--- config.mk ---
export PLATFORM = sky130hd
export DESIGN_NAME = mem_access_unit
export DESIGN_NICKNAME = d
export VERILOG_FILES = /design/src/rtl/mem_access_unit.sv
export SDC_FILE = /design/constraint.sdc
export NUM_CORES = 1
export LEC_CHECK = 0
export CORE_MARGIN = 10
export CORE_UTILIZATION = 35
export CTS_CLUSTER_SIZE = 16
export DETAILED_ROUTE_END_ITERATION = 12
export DONT_BUFFER_PORTS = 1
export SLEW_MARGIN = 10
export SYNTH_ARGS = -nofsm -noshare
export SYNTH_HDL_FRONTEND = slang
export SYNTH_SLANG_ARGS = --single-unit
--- constraint.sdc ---
create_clock -name clk -period 6.1 [get_ports clk]
set_input_delay 1.22 -clock clk [delete_from_list [all_inputs] [get_ports clk]]
set_output_delay 1.22 -clock clk [all_outputs]
set_load 0.05 [all_outputs]
--- src/rtl/mem_access_unit.sv ---
// Data-memory access unit: aligns stores, extends loads, and runs the dmem
// request/response handshake with a bounded wait and pipeline stall.
module mem_access_unit #(
    parameter int unsigned TIMEOUT_CYC = 255
) (
    input  logic        clk,
    input  logic        rst_n,
    input  logic        req_valid,
    input  logic [3:0]  req_store_mask,
    input  logic        req_load,
    input  logic [2:0]  req_funct,
    input  logic [31:0] req_addr,
    input  logic [31:0] req_wdata,
    output logic        stall,
    output logic        dmem_req_valid,
    input  logic        dmem_req_ready,
    output logic [31:0] dmem_addr,
    output logic [3:0]  dmem_we,
    output logic [31:0] dmem_wdata,
    input  logic        dmem_resp_valid,
    input  logic [31:0] dmem_rdata,
    output logic        rsp_valid,
    output logic [31:0] rsp_data,
    output logic        misaligned,
    output logic        timeout
);

    localparam int unsigned CW = $clog2(TIMEOUT_CYC + 1);

    typedef enum logic [1:0] {IDLE, REQ, WAIT, DONE} state_e;

    state_e        state_q, state_d;
    logic [CW-1:0] cnt_q, cnt_d;
    logic [31:0]   addr_q, addr_d;
    logic [3:0]    we_q, we_d;
    logic [31:0]   wdata_q, wdata_d;
    logic [1:0]    off_q, off_d;
    logic [2:0]    funct_q, funct_d;
    logic          is_load_q, is_load_d;
    logic [31:0]   rsp_data_q, rsp_data_d;
    logic          req_valid_q, req_valid_d;
    logic          rsp_valid_q, rsp_valid_d;
    logic          misaligned_q, misaligned_d;
    logic          timeout_q, timeout_d;

    logic          op_store, op_load, op_legal;
    logic [31:0]   rd_shift, rd_ext;

    // Op classification and alignment legality of the incoming request
    always_comb begin
        op_store = (req_store_mask != 4'b0000);
        op_load  = !op_store && req_load;
        op_legal = 1'b0;
        if (op_store) begin
            case (req_store_mask)
                4'b0001: op_legal = 1'b1;
                4'b0011: op_legal = !req_addr[0];
                4'b1111: op_legal = (req_addr[1:0] == 2'b00);
                default: op_legal = 1'b0;
            endcase
        end else if (op_load) begin
            case (req_funct)
                3'd0, 3'd4: op_legal = 1'b1;
                3'd1, 3'd5: op_legal = !req_addr[0];
                default:    op_legal = (req_addr[1:0] == 2'b00);
            endcase
        end
    end

    // Load data extraction; unknown funct3 codes behave as LW
    always_comb begin
        rd_shift = dmem_rdata >> {off_q, 3'b000};
        case (funct_q)
            3'd0:    rd_ext = {{24{rd_shift[7]}}, rd_shift[7:0]};
            3'd4:    rd_ext = {24'h0, rd_shift[7:0]};
            3'd1:    rd_ext = {{16{rd_shift[15]}}, rd_shift[15:0]};
            3'd5:    rd_ext = {16'h0, rd_shift[15:0]};
            default: rd_ext = rd_shift;
        endcase
    end

    always_comb begin
        state_d      = state_q;
        cnt_d        = cnt_q;
        addr_d       = addr_q;
        we_d         = we_q;
        wdata_d      = wdata_q;
        off_d        = off_q;
        funct_d      = funct_q;
        is_load_d    = is_load_q;
        rsp_data_d   = rsp_data_q;
        misaligned_d = 1'b0;
        timeout_d    = timeout_q;
        stall        = 1'b0;

        case (state_q)
            IDLE: begin
                if (req_valid && (op_store || op_load)) begin
                    if (op_legal) begin
                        stall      = 1'b1;
                        state_d    = REQ;
                        cnt_d      = '0;
                        addr_d     = {req_addr[31:2], 2'b00};
                        we_d       = op_store ? 4'(req_store_mask << req_addr[1:0]) : 4'b0000;
                        wdata_d    = req_wdata << {req_addr[1:0], 3'b000};
                        off_d      = req_addr[1:0];
                        funct_d    = req_funct;
                        is_load_d  = op_load;
                        rsp_data_d = '0;
                    end else begin
                        misaligned_d = 1'b1;
                    end
                end
            end
            REQ: begin
                stall = 1'b1;
                cnt_d = CW'(cnt_q + 1'b1);
                if (dmem_req_ready) begin
                    state_d = is_load_q ? WAIT : DONE;
                end else if (cnt_q == CW'(TIMEOUT_CYC - 1)) begin
                    state_d    = DONE;
                    timeout_d  = 1'b1;
                    rsp_data_d = '0;
                end
            end
            WAIT: begin
                stall = 1'b1;
                cnt_d = CW'(cnt_q + 1'b1);
                if (dmem_resp_valid) begin
                    state_d    = DONE;
                    rsp_data_d = rd_ext;
                end else if (cnt_q == CW'(TIMEOUT_CYC - 1)) begin
                    state_d    = DONE;
                    timeout_d  = 1'b1;
                    rsp_data_d = '0;
                end
            end
            DONE: begin
                state_d = IDLE;
            end
            default: state_d = IDLE;
        endcase

        req_valid_d = (state_d == REQ);
        rsp_valid_d = (state_d == DONE);
    end

    always_ff @(posedge clk or negedge rst_n) begin
        if (!rst_n) begin
            state_q      <= IDLE;
            cnt_q        <= '0;
            addr_q       <= '0;
            we_q         <= '0;
            wdata_q      <= '0;
            off_q        <= '0;
            funct_q      <= '0;
            is_load_q    <= 1'b0;
            rsp_data_q   <= '0;
            req_valid_q  <= 1'b0;
            rsp_valid_q  <= 1'b0;
            misaligned_q <= 1'b0;
            timeout_q    <= 1'b0;
        end else begin
            state_q      <= state_d;
            cnt_q        <= cnt_d;
            addr_q       <= addr_d;
            we_q         <= we_d;
            wdata_q      <= wdata_d;
            off_q        <= off_d;
            funct_q      <= funct_d;
            is_load_q    <= is_load_d;
            rsp_data_q   <= rsp_data_d;
            req_valid_q  <= req_valid_d;
            rsp_valid_q  <= rsp_valid_d;
            misaligned_q <= misaligned_d;
            timeout_q    <= timeout_d;
        end
    end

    assign dmem_req_valid = req_valid_q;
    assign dmem_addr      = addr_q;
    assign dmem_we        = we_q;
    assign dmem_wdata     = wdata_q;
    assign rsp_valid      = rsp_valid_q;
    assign rsp_data       = rsp_data_q;
    assign misaligned     = misaligned_q;
    assign timeout        = timeout_q;

endmodule

==> results of run 1 <==
-- per-layer routing --
metal | share of wire | up-vias
met5 | 0 | -
met4 | 0.013 | 0
met3 | 0.15 | 17
met2 | 0.49 | 196
met1 | 0.35 | 2109
li1 | - | 2017
-- logic make-up after synthesis --
| logic type | Yosys count |
|---|---|
| compound gates | 160 |
| simple gates | 137 |
| flops | 118 |
| mux | 84 |
| buf+inv | 57 |
| fa+ha+maj | 7 |
| other cells | 1 |
-- path summary, 6_finish.rpt --
kind	start	end	slack, ns	depth (start not counted)
setup / recovery	req_store_mask[3]	stall	2.15	5
hold / removal	rst_n	dmem_addr[11]	0.50	0
setup reg to reg	state_q[1]	rsp_data[2]	3.55	6
hold reg to reg	is_load_q	is_load_q	0.50	2
max in group asynchronous	rst_n	rsp_data[23]	5.44	0
min in group clk	is_load_q	is_load_q	0.50	2
-- cell usage in the layout (no fill, tap or decap), drive strengths merged, types with 2 or more instances in the layout --
master,instances
o2111ai,3
mux2i,34
o221ai,2
clkinvlp,2
diode,3
buf,4
a22o,28
nor2b,21
mux2,48
a211o,8
nand3,7
o21a,2
clkbuf,17
bufinv,4
clkinv,6
conb,2
o2bb2ai,3
ha,7
nand2,69
a21oi,32
mux4,2
and4,3
nor3,3
a2111oi,2
nor2,24
o21ai,39
dfrtp,118
o211ai,5
a211oi,12
inv,17
a221oi,2
a32o,7
o31ai,10
-- per-stage QoR --
stage,power (mW),area [um2]
3_3_place_gp,3.35,6160
2_1_floorplan,3.08,6040
5_1_grt,4.66,6790
6_report,4.42,6790
4_1_cts,4.47,6790
3_5_place_dp,3.39,6160
-- flip-flops by register name, indices dropped and copies added (netlist names) --
register and count:
dmem_addr 30, funct_q 3, rsp_valid 1, dmem_we 4, misaligned 1, cnt_q 8
is_load_q 1, state_q 2, rsp_data 32, off_q 2, timeout 1, dmem_req_valid 1
dmem_wdata 32
-- synthesized netlist by cell type (7+ instances only) --
library cell	count
inv_1	15
ha_1	7
nor2_1	24
mux2i_1	34
clkbuf_1	22
nand2_1	69
a32o_1	7
buf_2	11
a211o_1	8
dfrtp_1	118
a211oi_1	11
nor2b_1	21
nand3_1	7
mux2_2	48
o31ai_1	10
a22o_1	28
o21ai_0	38
a21oi_1	32
-- cell type report --
cell class              count  area, um2
flip-flops and latches    118       2950
clock inverters            14        201
diodes                      3       7.51
fillers                  1614       9970
multi-input cells         390       2840
inverters                  15       56.3
well taps                 220        275
repair buffers              4       30.0
clock buffers              17        425
-- critical path, delay by kind of cell --
| kind | cells | cell delay (ns) |
|---|---|---|
| AOI/OAI and AO/OA | 2 | 0.43 |
| buffers and inverters | 1 | 0.25 |
| and+or+nand+nor | 2 | 0.83 |
-- where the power goes --
group / total, mW / switching [mW] / leakage (nW) / internal, mW
sequential: 2.31 / 1.25 / 1.56 / 1.06
combinational: 1.05 / 0.596 / 1.15 / 0.449
clock: 1.06 / 0.374 / 0.300 / 0.686
total: 4.42 / 2.22 / 3.01 / 2.20
==> results by stage, run 1 <==
Timing:
- The final-report hold violation count is 0.
- The final period demand of the worst path is 3.95 ns.
- Setup violations remaining at the end of the flow were counted as 0.
- After routing, the total negative slack on setup checks comes to 0 ns.
- Setup repair after global routing left no endpoint under its margin.
- The worst clock skew is 0.0105 ns.
- The final count of pins violating max slew came to 0.
- For this run, the top clock speed supported by timing is 253 MHz.
- For the pin with the worst max-slew slack, the measured transition is roughly 1.1 ns.
- Once routing completed, OpenROAD measured the worst setup slack at 2.15 ns.
- Final hold analysis gives a worst-case slack of 0.503 ns.
- The normalized max-slew margin is 0.242.
- Dividing the final minimum period by the clock period gives 0.648.

Global routing:
- The pin count of the biggest net entering global routing is 119.
- For met1 alone, demand over resource in global routing was 0.165.
- The first-pass GRT wire length is 27,900 um.
- Across every metal layer, demand over resource in global routing totals 0.159.
- The total overflow left after global routing is 0.
- In the global route stage, met3 resource usage came out at 0.104.
- The number of global-route vias before repair is 4,609.
- In the global route stage, met2 resource usage came out at 0.258.
- The initial antenna violation count is 3.
- The highest-utilization routing layer at the global route stage is met2.

Final layout:
- Once layout is complete, the utilization of the core stands at 0.405.
- The final standard cell count with taps included and fillers excluded is 781.
- The share of layout cells above drive strength 1 is 0.165.
- The net count of the finished layout is about 660.
- The synthesis-to-layout area growth is 12.5%.

Logic synthesis:
- The total of flip-flops plus latches after synthesis is 118.
- The area share of the leading cell type in the synthesized netlist is 0.489.
- The portion of synthesized area spent on multiplexers is 0.153.
- The largest total area in the synthesized netlist belongs to dfrtp_1.
- The simple-gate portion of the synthesized area is 0.107.
- The combinational family with the most area after synthesis is compound AO/OA/AOI/OAI gates.
- For this run, asynchronously set or reset flops after synthesis account for 1.00.
- The area share of fa/ha/maj cells after synthesis is 0.0145.
- The dominant synthesized flop cell is dfrtp_1.
- Of the total synthesized cell area, the portion taken by XOR and XNOR cells is 0.
- By area the synthesized netlist is led by dfrtp_1 49%, mux2_2 9.0%, mux2i_1 5.6%.
- The count of different cell masters after synthesis is 51.
- The share of the Yosys chip area taken by registers is 0.489.
- The area of the mapped netlist is 0.00604 mm2.
- The number of flops mapped to enable cells by yosys is 0.
- The fraction of the mapped netlist area in compound gates is 0.195.
- The Yosys step of the flow raised 0 warnings.
- The post-synthesis area per instance is 10.7 um2.
- The number of standard cells after synthesis is about 560.

Worst setup path:
- The signal on the critical path passes through nor4_4, and4_1, o211ai_1, a21oi_1, buf_4.
- For this design, the slowest cell found on the critical path is nor4_4.
- The longest individual stage delay on the worst path is 0.43 ns.
- STA classifies the critical path endpoint as a primary output.
- For the worst setup path, the data required time is 4.88 ns.
- The startpoint class of the critical path is an input port.
- STA puts the critical path data arrival time at 2.73 ns.
- Along the worst path, the maximum fanout reaches 5.
- The worst setup path category is in -> out.

Clock network:
- TritonCTS built the clock tree.
- After clock tree synthesis, the flow added hold-fix buffers numbering 0.
- The post-CTS setup repair buffer count is 0.
- The deepest clock path buffer count is 2.
- Clock-pin slew was measured on the worst setup and hold paths at 0.06 ns.
- The H-tree was split into 4 levels.
- Counting every sink on the clock net gives between 100 and 150.
- The number of gates given a new drive strength after cts is 0.
- The insertion delay to the later sink of the worst-skew pair is slightly above 0.4 ns.
- The cell at the root of the clock tree is clkbuf_16.
- Counting the buffers created by CTS gives 17.

Floorplan:
- The die extent in y is about 150 um.
- For this design the top-level I/O count stands at 214.
- The core region is roughly 0.017 mm2.
- The initialized floorplan defines 47 standard-cell rows.
- The effective utilization at floorplan is 0.360.
- The horizontal die dimension is 151 um.
- The area of the die is 0.0229 mm2.

Run:
- The max capacitance violation total is 0.

Power and ir drop:
- The static leakage is approximately 3.0 nW.
- For this design the ratio of total power to cell area is around 650 mW/mm2.
- The peak ir drop on the vdd network is 0.308 mV.

Routing:
- The first TritonRoute pass finished after 5 iterations.
- The routed layout has roughly 4,300 vias.
- The average wire per standard cell is 23.3 um.
- The wire length after detailed routing is between 15,000 and 20,000 um.
- The count of nets left with antenna violations once routing finished came out at 0.
- In the routed design, unresolved DRC markers number 0.
- The violation count after the first detailed-route iteration is 190.
- The via count normalized by instance count is 5.56.

Placement:
- The post-DP HPWL is 13,700 um.
- The final weighted congestion in routability-driven placement is 0.855.
- The worst slack after detailed placement is 2.17 ns.
- Port buffering added 0 buffers.
- Including well taps, the total number of placed cells is 747.

Outcome:
- The run finished with clean final reports.

Hold path:
- The class of the tightest hold or removal check is in -> async.
(Power assumes the default switching activity.)
==> inputs of run 2 (changes only) <==
==> constraint.sdc (replaced) <==
create_clock -name clk -period 3.2 [get_ports clk]
set_input_delay 0.64 -clock clk [delete_from_list [all_inputs] [get_ports clk]]
set_output_delay 0.64 -clock clk [all_outputs]
set_load 0.05 [all_outputs]
==> results by stage, run 2 (synthesized netlist as in run 1, its figures left out) <==
Floorplan:
- The effective utilization at floorplan was 0.360 (unchanged).
- The horizontal die dimension came to 151 um (unchanged).
- The area of the core was 0.0168 mm2 (unchanged).
- The area of the die was 0.0229 mm2 (unchanged).
- The die extent in y is 151 um (unchanged).
- The number of primary I/O pins came to 214 (unchanged).
- The placement row count came to 47 (unchanged).

Timing:
- Setup repair after global routing left no endpoint under its margin.
- The worst hold slack across all endpoints is -0.0777 ns (-0.581 ns).
- The final period demand of the worst path is 2.78 ns.
- The maximum achievable frequency is 360 MHz.
- Dividing the final minimum period by the clock period gives 0.868.
- The total negative slack for setup checks is 0 ns (unchanged).
- The measured slew at the worst slew-check pin is 0.691 ns (-0.443 ns).
- The number of setup violations in the final report is 0 (unchanged).
- The final count of pins violating max slew was 0 (unchanged).
- The normalized max-slew margin is 0.536 (+0.294).
- The final-report hold violation count is 118 (+118).
- The worst clock skew is 0.00840 ns (-0.00213 ns).

Clock network:
- The CTS tree is yes.
- The H-tree depth reported by CTS is 4 (unchanged).
- The insertion delay to the later sink of the worst-skew pair is 0.41 ns (about the same).
- The number of gates given a new drive strength after cts was 0 (unchanged).
- The register clock-pin slew on the reported worst setup and hold paths was 0.06 ns (about the same).
- The post-CTS setup repair buffer count came to 0 (unchanged).
- The number of buffers created by CTS came to 17 (unchanged).
- The cell at the root of the clock tree is clkbuf_16.
- The deepest clock path buffer count is 2 (unchanged).
- The number of sinks driven by the clock tree is 118 (unchanged).

Global routing:
- The pin count of the biggest net entering global routing is 119 (unchanged).
- The first-pass GRT wire length is 28,300 um (+1.7%).
- The global routing usage summed across all routing layers came to 0.160 (+0.000853).
- The number of global-route vias before repair is 4,756 (+3.2%).
- The leftover overflow at the end of global routing was 0 (unchanged).
- The initial antenna violation count is 1 (-2).

Routing:
- The number of iterations in the first detailed-routing pass came to 6 (+1).
- The violation count after the first detailed-route iteration was 161 (-15%).
- The via count normalized by instance count is 5.64 (+1.6%).
- The count of nets left with antenna violations after detail routing came to 0 (unchanged).
- The average wire per standard cell came to 23.4 um (+0.21%).
- The total number of vias came to 4,413 (+1.7%).
- The wire length after detailed routing was 18,300 um (+0.34%).
- The detailed-route DRC error count was 0 (unchanged).

Final layout:
- The library cell used most frequently in the layout, excluding fill and tap cells, is dfrtp_1.
- The area growth from synthesis to layout is 13.1%.
- The final net count is 665 (+0.45%).
- The share of layout cells above drive strength 1 is 0.171 (+0.00625).
- The fraction of the core area covered by cells at the end of the flow is 0.407 (+0.00202).
- The number of inserted filler cells in the final layout is 1,631 (+1.1%).
- In the layout the commonest cells are 118 x dfrtp_1, 69 x nand2_1, 48 x mux2_2.
- The area of all placed cells without fillers is 0.00683 mm2 (+0.50%).

Worst setup path:
- By startpoint and endpoint, the worst setup path is classified as reg -> out.
- The signal on the critical path passes through inv_1, ha_1, o211ai_1, a21oi_2, buf_4.
- The slowest stage of the critical path belongs to the cell ha_1.
- STA classifies the critical path endpoint as a primary output.
- The critical path required time came to 2.56 ns (-2.32 ns).
- The largest fanout of any net on the critical path is 11 (+6).
- The worst setup path is launched from a flip-flop.
- The longest individual stage delay on the worst path is 0.47 ns (+0.04 ns).
- The flop-to-flop setup slack is 0.86 ns (-2.69 ns).
- The endpoint arrival time on the critical path came to 2.14 ns (-0.59 ns).

Placement:
- The post-DP HPWL was 13,700 um (about the same).
- The count of input and output buffers is 0 (unchanged).
- The final weighted congestion in routability-driven placement is 0.850 (-0.62%).
- The area after detailed placement came to 0.00620 mm2 (+0.63%).

Power and ir drop:
- The static leakage is 3.04 nW (+0.93%).
- The ratio of total power to cell area is 1240 mW/mm2 (+91%).
- The peak ir drop on the vdd network is 0.647 mV (+110%).
- The post-route total power is 8.47 mW (+92%).

Outcome:
- The flow ran to the end, but the final reports show violations.
- The final reports fail on hold timing.

Run:
- The max capacitance violation total is 0 (unchanged).

Hold path:
- In this run the worst hold path is classified as in -> async.
==> run 2: area by class of cell <==
class / instances / area, um2 / area share
flip-flops and latches: 118 / 2950 / 0.433
multi-input cells: 390 / 2850 / 0.417
clock buffers: 17 / 425 / 0.0623
well taps: 220 / 275 / 0.0403
clock inverters: 14 / 201 / 0.0295
repair buffers: 7 / 65.1 / 0.00953
inverters: 15 / 56.3 / 0.00825
diodes: 1 / 2.50 / 0.000367
==> run 2: worst paths after layout <==
path / endpoint / cells after the start / from
setup / recovery: stall / 5 / state_q[1]
setup reg to reg: rsp_data[15] / 5 / funct_q[1]
max in group asynchronous: cnt_q[5] / 0 / rst_n
min in group clk: dmem_wdata[12] / 1 / req_addr[1]
hold reg to reg: is_load_q / 2 / is_load_q
hold / removal: dmem_wdata[2] / 0 / rst_n
==> run 2: critical path: cells and delay by family, from the launching register on <==
family	cells	cell delay, ns
flops	1	0.43
buf+inv	2	0.36
compound gates	2	0.47
fa+ha+maj	1	0.47
==> run 2: per-stage QoR <==
stage	hold slack [ns]	worst slack, ns	cells
floorplan	0.344	0.173	565
global placement	0.349	0.475	750
detailed placement	0.348	0.489	750
CTS	-0.0959	0.414	781
global route	-0.105	0.290	781
finish	-0.0777	0.423	782
==> run 2: power by group <==
part	switching [mW]	internal, mW
Sequential	2.40	2.03
Clock	0.724	1.31
Combinational	1.13	0.879
Total	4.25	4.22
==> run 2: per-layer routing <==
layer  global-route usage  part of all wire
met4               0.0534             0.013
met1                0.167              0.34
met5                    0                 0
met2                0.264              0.49
met3               0.0928              0.15
